File: src/rtl/mem_arb64.sv
// Round-robin arbiter that shares one 64-bit Avalon master port between requesters A and B.
// A watchdog aborts transfers that the slave never accepts.
module mem_arb64 #(
    parameter int TIMEOUT = 1023
) (
    input  logic        clk,
    input  logic        reset,
    input  logic [31:0] a_address,
    input  logic        a_read,
    input  logic        a_write,
    input  logic [63:0] a_writedata,
    output logic [63:0] a_readdata,
    output logic        a_waitrequest,
    input  logic [31:0] b_address,
    input  logic        b_read,
    input  logic        b_write,
    input  logic [63:0] b_writedata,
    output logic [63:0] b_readdata,
    output logic        b_waitrequest,
    output logic [31:0] m_address,
    output logic        m_read,
    output logic        m_write,
    output logic [63:0] m_writedata,
    input  logic [63:0] m_readdata,
    input  logic        m_waitrequest,
    output logic        owner,
    output logic        timeout_err,
    input  logic        err_clr
);

    // A zero-width counter is illegal, so a disabled watchdog still keeps one bit.
    localparam int CW = (TIMEOUT > 0) ? $clog2(TIMEOUT + 1) : 1;
    localparam logic [CW-1:0] WD_MAX   = '1;
    localparam logic [CW-1:0] WD_LIMIT = CW'(TIMEOUT);

    typedef enum logic [1:0] {
        IDLE,
        BUSY,
        DONE
    } state_t;

    state_t        state;
    state_t        state_next;
    logic [CW-1:0] wd_cnt;
    logic [CW-1:0] wd_inc;
    logic          last;
    logic          a_req;
    logic          b_req;
    logic          grant_b;
    logic          accept;
    logic          expire;
    logic [31:0]   win_address;
    logic [63:0]   win_writedata;
    logic          win_read;
    logic          win_write;

    assign a_req = a_read | a_write;
    assign b_req = b_read | b_write;

    // The completion cycle is the only one in which the owner's stall is released.
    assign a_waitrequest = a_req & ~(state == DONE && owner == 1'b0);
    assign b_waitrequest = b_req & ~(state == DONE && owner == 1'b1);

    always_comb begin
        grant_b       = b_req & (~a_req | ~last);
        win_address   = grant_b ? b_address : a_address;
        win_writedata = grant_b ? b_writedata : a_writedata;
        win_read      = grant_b ? b_read : a_read;
        win_write     = grant_b ? b_write : a_write;
        wd_inc        = (wd_cnt == WD_MAX) ? wd_cnt : wd_cnt + CW'(1);
        accept        = (m_read | m_write) & ~m_waitrequest;
        expire        = (TIMEOUT != 0) && (wd_inc == WD_LIMIT) && !accept;
    end

    always_ff @(posedge clk or negedge reset) begin
        if (!reset) begin
            state <= IDLE;
        end else begin
            state <= state_next;
        end
    end

    always_comb begin
        state_next = state;
        case (state)
            IDLE:    if (a_req | b_req) state_next = BUSY;
            BUSY:    if (accept | expire) state_next = DONE;
            DONE:    state_next = IDLE;
            default: state_next = IDLE;
        endcase
    end

    // Master-side command registers, ownership and the watchdog counter.
    always_ff @(posedge clk or negedge reset) begin
        if (!reset) begin
            m_address   <= '0;
            m_writedata <= '0;
            m_read      <= 1'b0;
            m_write     <= 1'b0;
            owner       <= 1'b0;
            last        <= 1'b1;
            wd_cnt      <= '0;
        end else begin
            case (state)
                IDLE: begin
                    if (a_req | b_req) begin
                        m_address   <= win_address;
                        m_writedata <= win_writedata;
                        m_write     <= win_write;
                        m_read      <= win_read & ~win_write;
                        owner       <= grant_b;
                        last        <= grant_b;
                        wd_cnt      <= '0;
                    end
                end
                BUSY: begin
                    if (accept || expire) begin
                        m_read  <= 1'b0;
                        m_write <= 1'b0;
                    end
                    if (!accept) begin
                        wd_cnt <= wd_inc;
                    end
                end
                DONE: begin
                    wd_cnt <= '0;
                end
                default: begin
                    m_read  <= 1'b0;
                    m_write <= 1'b0;
                end
            endcase
        end
    end

    // An aborted read returns zero so the owner never sees stale slave data.
    always_ff @(posedge clk or negedge reset) begin
        if (!reset) begin
            a_readdata <= '0;
            b_readdata <= '0;
        end else if (state == BUSY && m_read && (accept || expire)) begin
            if (owner) begin
                b_readdata <= accept ? m_readdata : '0;
            end else begin
                a_readdata <= accept ? m_readdata : '0;
            end
        end
    end

    always_ff @(posedge clk or negedge reset) begin
        if (!reset) begin
            timeout_err <= 1'b0;
        end else if (state == BUSY && expire) begin
            timeout_err <= 1'b1;
        end else if (err_clr) begin
            timeout_err <= 1'b0;
        end
    end

endmodule

File: config.mk
export PLATFORM = sky130hd
export DESIGN_NAME = mem_arb64
export DESIGN_NICKNAME = d
export VERILOG_FILES = /design/src/rtl/mem_arb64.sv
export SDC_FILE = /design/constraint.sdc
export NUM_CORES = 1
export LEC_CHECK = 0
export ABC_AREA = 1
export CAP_MARGIN = 20
export CORE_AREA = 3 3 190 192
export DETAILED_ROUTE_END_ITERATION = 6
export DIE_AREA = 0 0 193 195
export HOLD_SLACK_MARGIN = 0.05
export PLACE_DENSITY = 0.68
export RECOVER_POWER = 100
export SYNTH_ARGS = -nofsm -noshare
export SYNTH_HDL_FRONTEND = slang
export SYNTH_SLANG_ARGS = --single-unit
File: constraint.sdc
create_clock -name clk -period 3.9 [get_ports clk]
set_input_delay 1.17 -clock clk [delete_from_list [all_inputs] [get_ports clk]]
set_output_delay 1.17 -clock clk [all_outputs]
set_load 0.005 [all_outputs]
== Yosys cells after proc, flatten, opt, wreduce, memory -nomap -nowiden ==
Index checks and enable logic that the tools add are counted.

* Bits of input ports: 264
* Output and inout bits: 230
* Register bits: 241

* Add/sub/neg operators: 1
* Bitwise operators: 19
* Multiplexer cells: 19
* Equal/unequal tests: 8
* Reductions and logical operators: 17

{| class="wikitable"
|+ Operator list
! cell !! count
|-
| two-way mux 64 bit || 2
|-
| two-way mux 32 bit || 1
|-
| two-way mux 10 bit || 3
|-
| one-hot mux 10 bit (3 select lines) || 1
|-
| equality test 10 bit (second input constant) || 2
|-
| adder 10 x 1 -> 10 bit (second input constant) || 1
|-
| != test 2 bit (second input constant) || 4
|-
| inverter 1 bit || 8
|-
| AND reduction 2 bit || 4
|-
| two-way mux 1 bit || 7
|-
| logical AND 1 bit || 6
|-
| OR 1 bit || 6
|-
| one-hot mux 1 bit (3 select lines) || 2
|-
| AND reduction 3 bit || 2
|-
| AND 1 bit || 5
|-
| two-way mux 2 bit || 2
|-
| one-hot mux 2 bit (2 select lines) || 1
|-
| nonzero test 3 bit || 1
|-
| equality test 2 x 1 -> 1 bit (second input constant) || 1
|-
| equality test 2 bit (second input constant) || 1
|-
| logical NOT 2 bit || 1
|-
| nonzero test 2 bit || 1
|-
| logical NOT 1 bit || 1
|-
| logical OR 1 bit || 1
|}

== Longest topological paths before layout ==
Gate-level depths: netlist of run 1.

* Word-level depth: 9
* Gate-level depth with buffers: 14
* Mapped depth without buffers: 13

== Worst setup path before layout of run 1 ==
OpenSTA, ideal clock, no wires.

* Path type: in2out
* Start point: in b_write
* End point: out b_waitrequest
* Data arrival time: 1458 ps
* Stages: 4
* Path slack: 1272 ps
* Cell sequence: nor2_1 inv_1 o21ai_0 inv_1

* Cells in the longest elaborated chain, start to end: 2

{| class="wikitable"
|+ RTL lines
! element !! RTL line !! RTL
|-
| from (decl) || 16 || <nowiki>input logic b_write,</nowiki>
|-
| OR 1 bit || 58 || <nowiki>assign b_req = b_read | b_write;</nowiki>
|-
| AND 1 bit || 62 || <nowiki>assign b_waitrequest = b_req & ~(state == DONE && owner == 1'b1);</nowiki>
|-
| to (decl) || 19 || <nowiki>output logic b_waitrequest,</nowiki>
|}

No other way between the ends.

== Final worst setup path of run 1 ==
* Start point: in a_write
* End point: out a_waitrequest

* Cells in the longest elaborated chain, start to end: 2

{| class="wikitable"
|+ RTL lines
! element !! RTL line !! RTL
|-
| from (decl) || 10 || <nowiki>input logic a_write,</nowiki>
|-
| OR 1 bit || 57 || <nowiki>assign a_req = a_read | a_write;</nowiki>
|-
| AND 1 bit || 61 || <nowiki>assign a_waitrequest = a_req & ~(state == DONE && owner == 1'b0);</nowiki>
|-
| to (decl) || 13 || <nowiki>output logic a_waitrequest,</nowiki>
|}

No other way between the ends.

==> results of run 1 <==
[logic make-up after synthesis]
family          after synthesis  synth area share, %
simple gates                732                 27.6
flops                       241                 52.5
compound gates              216                 9.56
buf+inv                     194                 10.1
xor+xnor                      2                0.153
fa+ha+maj                     1                0.109
[final cells by class]
| cell class | count | area [um2] |
|---|---|---|
| diodes | 3 | 7.51 |
| flip-flops and latches | 241 | 6030 |
| well taps | 455 | 569 |
| multi-input cells | 951 | 4280 |
| clock buffers | 42 | 855 |
| repair buffers | 513 | 5150 |
| clock inverters | 7 | 41.3 |
| fillers | 3305 | 17300 |
| inverters | 93 | 349 |
[synthesized netlist by cell type, types with 2 or more instances]
cell type	count
sky130_fd_sc_hd__nand2_1	411
sky130_fd_sc_hd__dfrtp_1	240
sky130_fd_sc_hd__o21ai_0	205
sky130_fd_sc_hd__nor2_1	172
sky130_fd_sc_hd__nand4_1	131
sky130_fd_sc_hd__inv_1	93
sky130_fd_sc_hd__clkbuf_1	50
sky130_fd_sc_hd__buf_6	27
sky130_fd_sc_hd__buf_12	11
sky130_fd_sc_hd__buf_4	10
sky130_fd_sc_hd__nand3_1	8
sky130_fd_sc_hd__a21oi_1	4
sky130_fd_sc_hd__o22ai_1	4
sky130_fd_sc_hd__nand3_4	3
sky130_fd_sc_hd__nor2_2	2
sky130_fd_sc_hd__nor2_4	2
[metrics by stage]
stage	total power, W	setup slack [ns]	instance area [um2]	hold WS, ns
after floorplan	0.00635	1.27	11500	0.465
after global placement	0.00923	0.236	16400	0.453
after detailed placement	0.00933	0.237	16400	0.457
after CTS	0.0119	0.222	17300	0.472
after global routing	0.0122	0.101	17300	0.483
final	0.0114	0.193	17300	0.460
[path summary, 6_finish.rpt]
check / startpoint / end / cells past startpoint
worst max register to register: wd_cnt[1] / b_readdata[13] / 13
worst min register to register: a_readdata[19] / a_readdata[19] / 2
min in group asynchronous: reset / b_readdata[45] / 1
worst max-delay path: a_write / a_waitrequest / 4
max in group asynchronous: reset / m_address[21] / 2
worst min-delay path: a_readdata[19] / a_readdata[19] / 2
[sequential cells by signal, indices dropped and copies added (netlist names), 2 cells and up]
register and cells:
a_readdata 64, b_readdata 64, m_writedata 64, m_address 32, wd_cnt 10, state 2
[power groups by stage]
stage	clock network [W]	logic, W	registers, W
after floorplan	0	0.00228	0.00407
after global placement	0	0.00521	0.00402
after detailed placement	0	0.00528	0.00405
after CTS	0.00260	0.00530	0.00402
after global routing	0.00272	0.00538	0.00409
final	0.00254	0.00486	0.00397
[per-layer routing]
metal	vias to the layer above	wire, um
li1	5432	-
met1	5197	15800
met2	500	20500
met3	76	4310
met4	0	1900
met5	-	0
[critical path, stage by stage]
cell	delay (ns)
sky130_fd_sc_hd__dlygate4sd3_1	0.58
sky130_fd_sc_hd__o22ai_1	0.18
sky130_fd_sc_hd__inv_1	0.05
sky130_fd_sc_hd__dlygate4sd3_1	0.57
==> out/qor.txt, run 1 <==
run status: finished with violations
failing checks: max-capacitance violations, max-slew violations
CTS resizes: 0
area share of the leading cell type in the synthesized netlist: 52.3%
number of antenna violations at the first check in global routing: 3
synthesis-stage register bit count: 241
count of unique library cells instantiated by Yosys: 29
layout cell share with drive strength beyond 1: 4.28%
data arrival time of the critical path: 2.54 ns
maximum clock skew at final layout: 0.0140 ns
share of power burned in the clock network: 22.3%
switching share of total power: 37.6%
headroom to the max-slew limit: -54.7%
global-route wire length before repair: 64.1 mm
total half-perimeter wirelength after legalization and detailed placement: 30.5 mm
TritonCTS buffer count: 28
endpoint kind of the worst setup timing path: output port
number of global-route vias before repair: 11000
nature of the critical path startpoint: primary input
count of buffers added by post-CTS timing repair for setup: 0
leading register cell type out of synthesis: sky130_fd_sc_hd__dfrtp_1
clock tree from TritonCTS: done
cell type with the largest total area after synthesis: sky130_fd_sc_hd__dfrtp_1
setup repair after global routing missed its margin: no
I/O pin cnt: 494
combinational share of power: 42.7%
placed cell count: 2253
Yosys warning count: 0
GR Layer Usage met2: 36.3%
leakage dissipation: 8.60 nW
height of the chip: 195 um
post-route insts no fill: 2305
detailed-route vias per instance: 4.86
gate count of the mapped netlist: 1386
total of hold buffers inserted after clock tree synthesis: 0
first-pass iteration count of the detailed router: 5
Die Area: 37600 um2
Internal Power: 0.00710 W
global routing usage on met3: 6.54%
core region area: 34500 um2
data required time at the worst endpoint: 2.73 ns
Clock Tree Buf Depth: 3
source-to-sink clock delay at the later pin of the worst-skew pair: 0.54 ns
Slew Viols, Final: 89
Max Cap Viol: 1
DRT iter0 DRCs: 672
class of the most critical setup path: primary input to output port
Avg Synthesized Cell Area: 8.28 um2
type of the worst min-delay path: register to register
area overhead of the layout relative to synthesis: 50.5%
CTS clk-pin slew, worst paths: 0.06 ns
slew of the pin with the lowest slew margin: 2.32 ns
pwr/cell area: 658 nW/um2
via count: 11200
final global-route overflow total: 0
Util after Layout: 50.0%
post-route DRC violation count: 0
post-route setup TNS: 0 ns
Peak supply drop: 0.657 mV
GR Util met1: 26.0%
switching power total: 0.00427 W
CTS sink count: 241
final critical-path share of the clock period: 95.0%
pin count of the biggest net entering global routing: 98
initial cell density of the core: 33.2%
CTS Root Buffer Type: sky130_fd_sc_hd__clkbuf_16
number of H-tree levels: 1
die outline width: 193 um
Post-layout nets: 2093
post-detailed-route count of antenna-violating nets: 0
proportion of power drawn by flip-flops and latches: 34.9%
Final Hold Fails: 0
GRT Total Usage: 21.6%
routability congestion estimate: 0.871
Std-Cell Rows: 68
post-synth design cell area: 11500 um2
proportion of register bits with asynchronous set or reset after synthesis: 100%
input/output buffers: 493
final setup vio count: 0
Most Crowded Layer GR: met2
post-synthesis net count: 1651
WL final: 42.5 mm
share of synthesized area occupied by flip-flops and latches: 52.5%
Critical Path Fanout Max: 3
flop-to-flop setup slack: 0.49 ns
commonest non-fill, non-tap cell in the layout: sky130_fd_sc_hd__nand2_1
leading post-synthesis cells by cell area: sky130_fd_sc_hd__dfrtp_1 52%, sky130_fd_sc_hd__nand2_1 13%, sky130_fd_sc_hd__o21ai_0 8.9%
final critical delay including setup and external delays: 3.71 ns
number of enable flip-flop cells after synthesis: 0
highest-count cells in the layout ignoring fill and taps: 410 x sky130_fd_sc_hd__nand2_1, 263 x sky130_fd_sc_hd__clkdlybuf4s50_1, 240 x sky130_fd_sc_hd__dfrtp_1, 229 x sky130_fd_sc_hd__dlygate4sd3_1, 205 x sky130_fd_sc_hd__o21ai_0
Max Freq: 270 MHz
post-detailed-route wirelength per cell: 18.4 um
Power figures use the tool's default switching activity.
==> run 2, diff against run 1 <==
- CORE_AREA: 3 3 190 192 -> 3 3 193 195
- DIE_AREA: 0 0 193 195 -> 0 0 196 198
- PLACE_DENSITY: 0.68 -> 0.66
==> run 2 against run 1 <==
  * The run still ends with max-capacitance violations, max-slew violations left
  * Clock power rose by 3%
  * Non-clock buffer count rose by 3
  * Register-to-register slack improved by 0.04 ns
  * Via count rose by 1.2%
  * Routed wire length rose by 3.2%
  * Highest routed layer is now met5
  * Global-route usage fell by 0.34 points
  * Setup slack got worse by 0.0027 ns
  * Final cell count rose by 0.39%
  * Critical endpoint is now b_waitrequest
  * Sequential cell count did not move
==> out/qor.txt, run 2 (synthesis results as in run 1) <==
run status: finished with violations (unchanged)
failing checks: max-capacitance violations, max-slew violations (unchanged)
startpoint of the worst register-to-register path: wd_cnt[1] (unchanged)
worst reg-to-reg path cell count: 14 (was 13)
area overhead of the layout relative to synthesis: 50.7% (was 50.5%)
post-route DRC violation count: 0 (unchanged)
CTS sink count: 241 (unchanged)
nature of the critical path startpoint: primary input (unchanged)
setup repair after global routing missed its margin: no (unchanged)
post-route setup TNS: 0 ns (unchanged)
Util after Layout: 48.6% (was 50.0%)
type of the worst min-delay path: register to register (unchanged)
data arrival time of the critical path: 2.54 ns (about the same)
Critical Path Fanout Max: 2 (was 3)
pwr/cell area: 663 nW/um2 (was 658 nW/um2)
via count: 11300 (was 11200)
highest-count cells in the layout ignoring fill and taps: 410 x sky130_fd_sc_hd__nand2_1, 262 x sky130_fd_sc_hd__clkdlybuf4s50_1, 239 x sky130_fd_sc_hd__dfrtp_1, 230 x sky130_fd_sc_hd__dlygate4sd3_1, 205 x sky130_fd_sc_hd__o21ai_0 (was 410 x sky130_fd_sc_hd__nand2_1, 263 x sky130_fd_sc_hd__clkdlybuf4s50_1, 240 x sky130_fd_sc_hd__dfrtp_1, 229 x sky130_fd_sc_hd__dlygate4sd3_1, 205 x sky130_fd_sc_hd__o21ai_0)
post-detailed-route wirelength per cell: 18.9 um (was 18.4 um)
height of the chip: 198 um (was 195 um)
leakage dissipation: 8.59 nW (was 8.60 nW)
Clock Tree Buf Depth: 3 (unchanged)
core region area: 35600 um2 (was 34500 um2)
input/output buffers: 493 (unchanged)
CTS clk-pin slew, worst paths: 0.05 ns (was 0.06 ns)
headroom to the max-slew limit: -41.1% (was -54.7%)
cell mode on critical path: sky130_fd_sc_hd__inv_1 (was sky130_fd_sc_hd__dlygate4sd3_1)
total of hold buffers inserted after clock tree synthesis: 0 (unchanged)
final global-route overflow total: 0 (unchanged)
detailed-route vias per instance: 4.90 (was 4.86)
Std-Cell Rows: 69 (was 68)
number of global-route vias before repair: 11300 (was 11000)
Post-layout nets: 2097 (was 2093)
largest registers ranked by flip-flop count: a_readdata x64, b_readdata x64, m_writedata x64 (unchanged)
TritonCTS buffer count: 29 (was 28)
CTS Root Buffer Type: sky130_fd_sc_hd__clkbuf_16 (unchanged)
first-pass iteration count of the detailed router: 5 (unchanged)
pin count of the biggest net entering global routing: 98 (unchanged)
number of H-tree levels: 1 (unchanged)
data required time at the worst endpoint: 2.73 ns (about the same)
CTS resizes: 0 (unchanged)
flop-to-flop setup slack: 0.53 ns (was 0.49 ns)
initial cell density of the core: 32.3% (was 33.2%)
WL final: 43.8 mm (was 42.5 mm)
I/O pin cnt: 494 (unchanged)
Worst path max stage delay: 0.57 ns (was 0.58 ns)
final critical delay including setup and external delays: 3.71 ns (about the same)
Critical Path Slowest Stage Cell: sky130_fd_sc_hd__dlygate4sd3_1 (unchanged)
total half-perimeter wirelength after legalization and detailed placement: 31.1 mm (was 30.5 mm)
clock tree from TritonCTS: done (unchanged)
commonest non-fill, non-tap cell in the layout: sky130_fd_sc_hd__nand2_1 (unchanged)
Reg2Reg Capture Point: a_readdata[49] (was b_readdata[13])
global-route wire length before repair: 65.3 mm (was 64.1 mm)
slew of the pin with the lowest slew margin: 2.12 ns (was 2.32 ns)
Worst Hold End: b_readdata[35] (was a_readdata[19])
Die Area: 38800 um2 (was 37600 um2)
maximum clock skew at final layout: 0.0107 ns (was 0.0140 ns)
final critical-path share of the clock period: 95.1% (was 95.0%)
depth of the worst hold-timing path: 2 (unchanged)
Hold WS: 0.463 ns (was 0.460 ns)
count of buffers added by post-CTS timing repair for setup: 0 (unchanged)
Max Freq: 270 MHz (about the same)
endpoint kind of the worst setup timing path: output port (unchanged)
source-to-sink clock delay at the later pin of the worst-skew pair: 0.55 ns (was 0.54 ns)
post-detailed-route count of antenna-violating nets: 0 (unchanged)
class of the most critical setup path: primary input to output port (unchanged)
number of antenna violations at the first check in global routing: 5 (was 3)
die outline width: 196 um (was 193 um)
Final Hold Fails: 0 (unchanged)
Peak supply drop: 0.507 mV (was 0.657 mV)
GRT Total Usage: 21.3% (was 21.6%)
layout cell share with drive strength beyond 1: 4.32% (was 4.28%)
worst hold path startpoint: b_readdata[35] (was a_readdata[19])
final setup vio count: 0 (unchanged)
Max Cap Viol: 2 (was 1)
Slew Viols, Final: 175 (was 89)
routability congestion estimate: 0.894 (was 0.871)
Placement Cell Area: 16400 um2 (about the same)
fin area: 17300 um2 (about the same)
DRT iter0 DRCs: 607 (was 672)
cell breakdown of the critical path: clkdlybuf4s50_1 > nor2_1 > inv_1 > o21ai_0 > inv_1 > dlygate4sd3_1 (was dlygate4sd3_1 > o22ai_1 > inv_1 > dlygate4sd3_1)
## run 2: area by class of cell
class	instances	area (um2)
inverter	93	349
sequential	241	6030
clock inverter	4	55.1
tap	461	577
antenna	2	5.00
multi-input combinational	951	4290
clock buffer	46	860
fill	3488	18300
timing repair buffer	516	5130
## run 2: through the flow
step                total power [W]  setup WS [ns]  instances
detailed placement          0.00933          0.258       2262
global placement            0.00923          0.255       2262
floorplan                   0.00635           1.27       1386
finish                       0.0115          0.190       2314
CTS                          0.0120          0.250       2312
global route                 0.0123          0.121       2313
## run 2: routing by layer
| metal | vias up | routed length, um | GRT usage, % |
|---|---|---|---|
| met5 | - | 19 | 0 |
| li1 | 5436 | - | - |
| met4 | 4 | 2210 | 9.37 |
| met2 | 533 | 20500 | 35.5 |
| met3 | 98 | 4000 | 5.79 |
| met1 | 5271 | 17100 | 26.1 |
## run 2: power by group
part	leakage, nW	switching [W]	internal [W]
clock	0.442	0.00106	0.00156
sequential	3.15	0.000507	0.00346
combinational	5.00	0.00274	0.00214
total	8.59	0.00431	0.00716
## run 2: critical path: cells and delay by family
kind,cells,cell delay (ns)
AOI/OAI and AO/OA,1,0.10
and+or+nand+nor,1,0.14
buffers and inverters,4,1.14
## run 2: how the worst max path moves through the flow
stage / startpoint / end / slack, ns / depth (start not counted)
floorplan: b_write / b_waitrequest / 1.27 / 4
global placement: b_read / b_waitrequest / 0.26 / 6
detailed placement: b_read / b_waitrequest / 0.26 / 6
CTS: b_write / b_waitrequest / 0.25 / 6
global route: wd_cnt[1] / b_readdata[36] / 0.12 / 14
finish: b_write / b_waitrequest / 0.19 / 6
==> run 3, diff against run 2 <==
- CORE_AREA: 3 3 193 195 -> 3 3 188 190
- DIE_AREA: 0 0 196 198 -> 0 0 191 193
- GPL_TIMING_DRIVEN: not set -> 0
- PLACE_DENSITY: 0.66 -> 0.69
- clock period: 3.9 -> 3.7 ns (I/O delays scaled with it)
==> run 3 against run 2 <==
  * The run still ends with max-capacitance violations, max-slew violations left
  * Highest routed layer unchanged
  * Sequential share of layout area decreased by 1.0 points
  * Critical endpoint is now a_waitrequest
  * Via count up 2.7%
  * Die area shrank 5.0%
==> out/qor.txt, run 3 (synthesis results as in run 1) <==
run status: finished with violations (unchanged)
failing checks: max-capacitance violations, max-slew violations (unchanged)
source-to-sink clock delay at the later pin of the worst-skew pair: 0.54 ns (was 0.55 ns)
placed cell count: 2329 (was 2262)
post-route insts no fill: 2380 (was 2314)
Critical Path Slowest Stage Cell: sky130_fd_sc_hd__dlygate4sd3_1 (unchanged)
DRT iter0 DRCs: 614 (was 607)
top layer reached by signal wires: met5 (unchanged)
Slew Viols, Final: 114 (was 175)
setup repair after global routing missed its margin: no (unchanged)
class of the most critical setup path: primary input to output port (unchanged)
input/output buffers: 493 (unchanged)
Die Area: 36900 um2 (was 38800 um2)
number of antenna violations at the first check in global routing: 6 (was 5)
area taken by multi-input logic gates: 4260 um2 (was 4290 um2)
Post-layout nets: 2176 (was 2097)
fill count: 3148 (was 3488)
CTS resizes: 0 (unchanged)
leakage dissipation: 8.84 nW (was 8.59 nW)
data arrival time of the critical path: 2.43 ns (was 2.54 ns)
number of global-route vias before repair: 11600 (was 11300)
Final Hold Fails: 0 (unchanged)
headroom to the max-slew limit: -10.2% (was -41.1%)
count of buffers added by post-CTS timing repair for setup: 0 (unchanged)
detailed-route vias per instance: 4.89 (was 4.90)
Peak supply drop: 0.349 mV (was 0.507 mV)
area overhead of the layout relative to synthesis: 55.2% (was 50.7%)
first-pass iteration count of the detailed router: 7 (was 5)
met2 routed wirelength: 22.5 mm (was 20.5 mm)
commonest non-fill, non-tap cell in the layout: sky130_fd_sc_hd__nand2_1 (unchanged)
total chip power: 0.0125 W (was 0.0115 W)
slew of the pin with the lowest slew margin: 1.65 ns (was 2.12 ns)
via count: 11700 (was 11300)
Max Cap Viol: 1 (was 2)
CTS sink count: 241 (unchanged)
initial cell density of the core: 34.2% (was 32.3%)
Clock Tree Buf Depth: 3 (unchanged)
Met3 Wirelength: 4.16 mm (was 4.00 mm)
Worst path top cell family by delay: buffers and inverters (unchanged)
TritonCTS buffer count: 28 (was 29)
final critical-path share of the clock period: 95.6%
Placement Cell Area: 17000 um2 (was 16400 um2)
Max Freq: 283 MHz
number of H-tree levels: 1 (unchanged)
data required time at the worst endpoint: 2.59 ns (was 2.73 ns)
final setup vio count: 0 (unchanged)
cell breakdown of the critical path: dlygate4sd3_1 > o22ai_1 > inv_1 > clkdlybuf4s50_1 (was clkdlybuf4s50_1 > nor2_1 > inv_1 > o21ai_0 > inv_1 > dlygate4sd3_1)
WL final: 44.9 mm (was 43.8 mm)
pin count of the biggest net entering global routing: 118 (was 98)
final global-route overflow total: 0 (unchanged)
pwr/cell area: 699 nW/um2 (was 663 nW/um2)
Std-Cell Rows: 67 (was 69)
Worst path max stage delay: 0.58 ns (was 0.57 ns)
largest registers ranked by flip-flop count: a_readdata x64, b_readdata x64, m_writedata x64 (unchanged)
height of the chip: 193 um (was 198 um)
post-route setup TNS: 0 ns (unchanged)
type of the worst min-delay path: register to register (unchanged)
CTS clk-pin slew, worst paths: 0.06 ns (was 0.05 ns)
GRT Total Usage: 23.3% (was 21.3%)
maximum clock skew at final layout: 0.0101 ns (was 0.0107 ns)
core region area: 33600 um2 (was 35600 um2)
I/O pin cnt: 494 (unchanged)
Critical Path Fanout Max: 3 (was 2)
die outline width: 191 um (was 196 um)
clock tree from TritonCTS: done (unchanged)
routability congestion estimate: 0.919 (was 0.894)
post-detailed-route count of antenna-violating nets: 0 (unchanged)
sequential cell area in the final layout: 6030 um2 (about the same)
Metal-1 WL: 16.4 mm (was 17.1 mm)
worst path buffer plus inverter count: 3 (was 4)
total of hold buffers inserted after clock tree synthesis: 0 (unchanged)
post-detailed-route wirelength per cell: 18.9 um (about the same)
CTS Root Buffer Type: sky130_fd_sc_hd__clkbuf_16 (unchanged)
final critical delay including setup and external delays: 3.54 ns
total half-perimeter wirelength after legalization and detailed placement: 35.6 mm (was 31.1 mm)
post-route DRC violation count: 0 (unchanged)
nature of the critical path startpoint: primary input (unchanged)
highest-count cells in the layout ignoring fill and taps: 413 x sky130_fd_sc_hd__nand2_1, 262 x sky130_fd_sc_hd__clkdlybuf4s50_1, 240 x sky130_fd_sc_hd__dfrtp_1, 231 x sky130_fd_sc_hd__dlygate4sd3_1, 205 x sky130_fd_sc_hd__o21ai_0 (was 410 x sky130_fd_sc_hd__nand2_1, 262 x sky130_fd_sc_hd__clkdlybuf4s50_1, 239 x sky130_fd_sc_hd__dfrtp_1, 230 x sky130_fd_sc_hd__dlygate4sd3_1, 205 x sky130_fd_sc_hd__o21ai_0)
global-route wire length before repair: 66.7 mm (was 65.3 mm)
endpoint kind of the worst setup timing path: output port (unchanged)
layout cell share with drive strength beyond 1: 5.23% (was 4.32%)
fin area: 17800 um2 (was 17300 um2)
[run 3: metrics by stage]
stage                     util, %  hold WS, ns  setup slack, ns
after floorplan                 -        0.465             1.19
after global placement       50.5        0.454            -9.00
after detailed placement     50.7        0.458           -0.105
after CTS                    53.4        0.348            0.161
after global routing         53.0        0.488           0.0572
final                        53.0        0.464            0.164
[run 3: cell type report]
| type | instances | area share [%] |
|---|---|---|
| clock inverter | 11 | 0.499 |
| sequential | 241 | 33.9 |
| inverter | 93 | 1.96 |
| tap | 448 | 3.15 |
| clock buffer | 39 | 4.68 |
| buffer | 101 | 4.09 |
| multi-input combinational | 951 | 23.9 |
| timing repair buffer | 495 | 27.9 |
| antenna | 1 | 0.0140 |
[run 3: metal layers]
layer	up-vias	GRT usage [%]
met5	-	0
met1	5459	26.1
met2	501	41.8
met3	97	7.12
met4	10	8.72
li1	5583	-
[run 3: tightest hold or removal path: cells and delay by family (launching register included)]
| kind | cells | cell delay, ns |
|---|---|---|
| simple gates | 2 | 0.09 |
| flops | 1 | 0.34 |
[run 3: power by group]
group | internal (W) | switching, W
logic | 0.00250 | 0.00298
registers | 0.00365 | 0.000561
clock network | 0.00163 | 0.00112
total | 0.00779 | 0.00467
[run 3: final timing paths]
path | from | to | slack, ns | depth (start not counted)
min reg2reg | a_readdata[28] | a_readdata[28] | 0.46 | 2
max reg2reg | wd_cnt[1] | a_readdata[25] | 0.45 | 13
max in group asynchronous | reset | wd_cnt[3] | 0.76 | 3
min in group asynchronous | reset | a_readdata[44] | 0.57 | 1
min | a_readdata[28] | a_readdata[28] | 0.46 | 2
max | a_write | a_waitrequest | 0.16 | 4
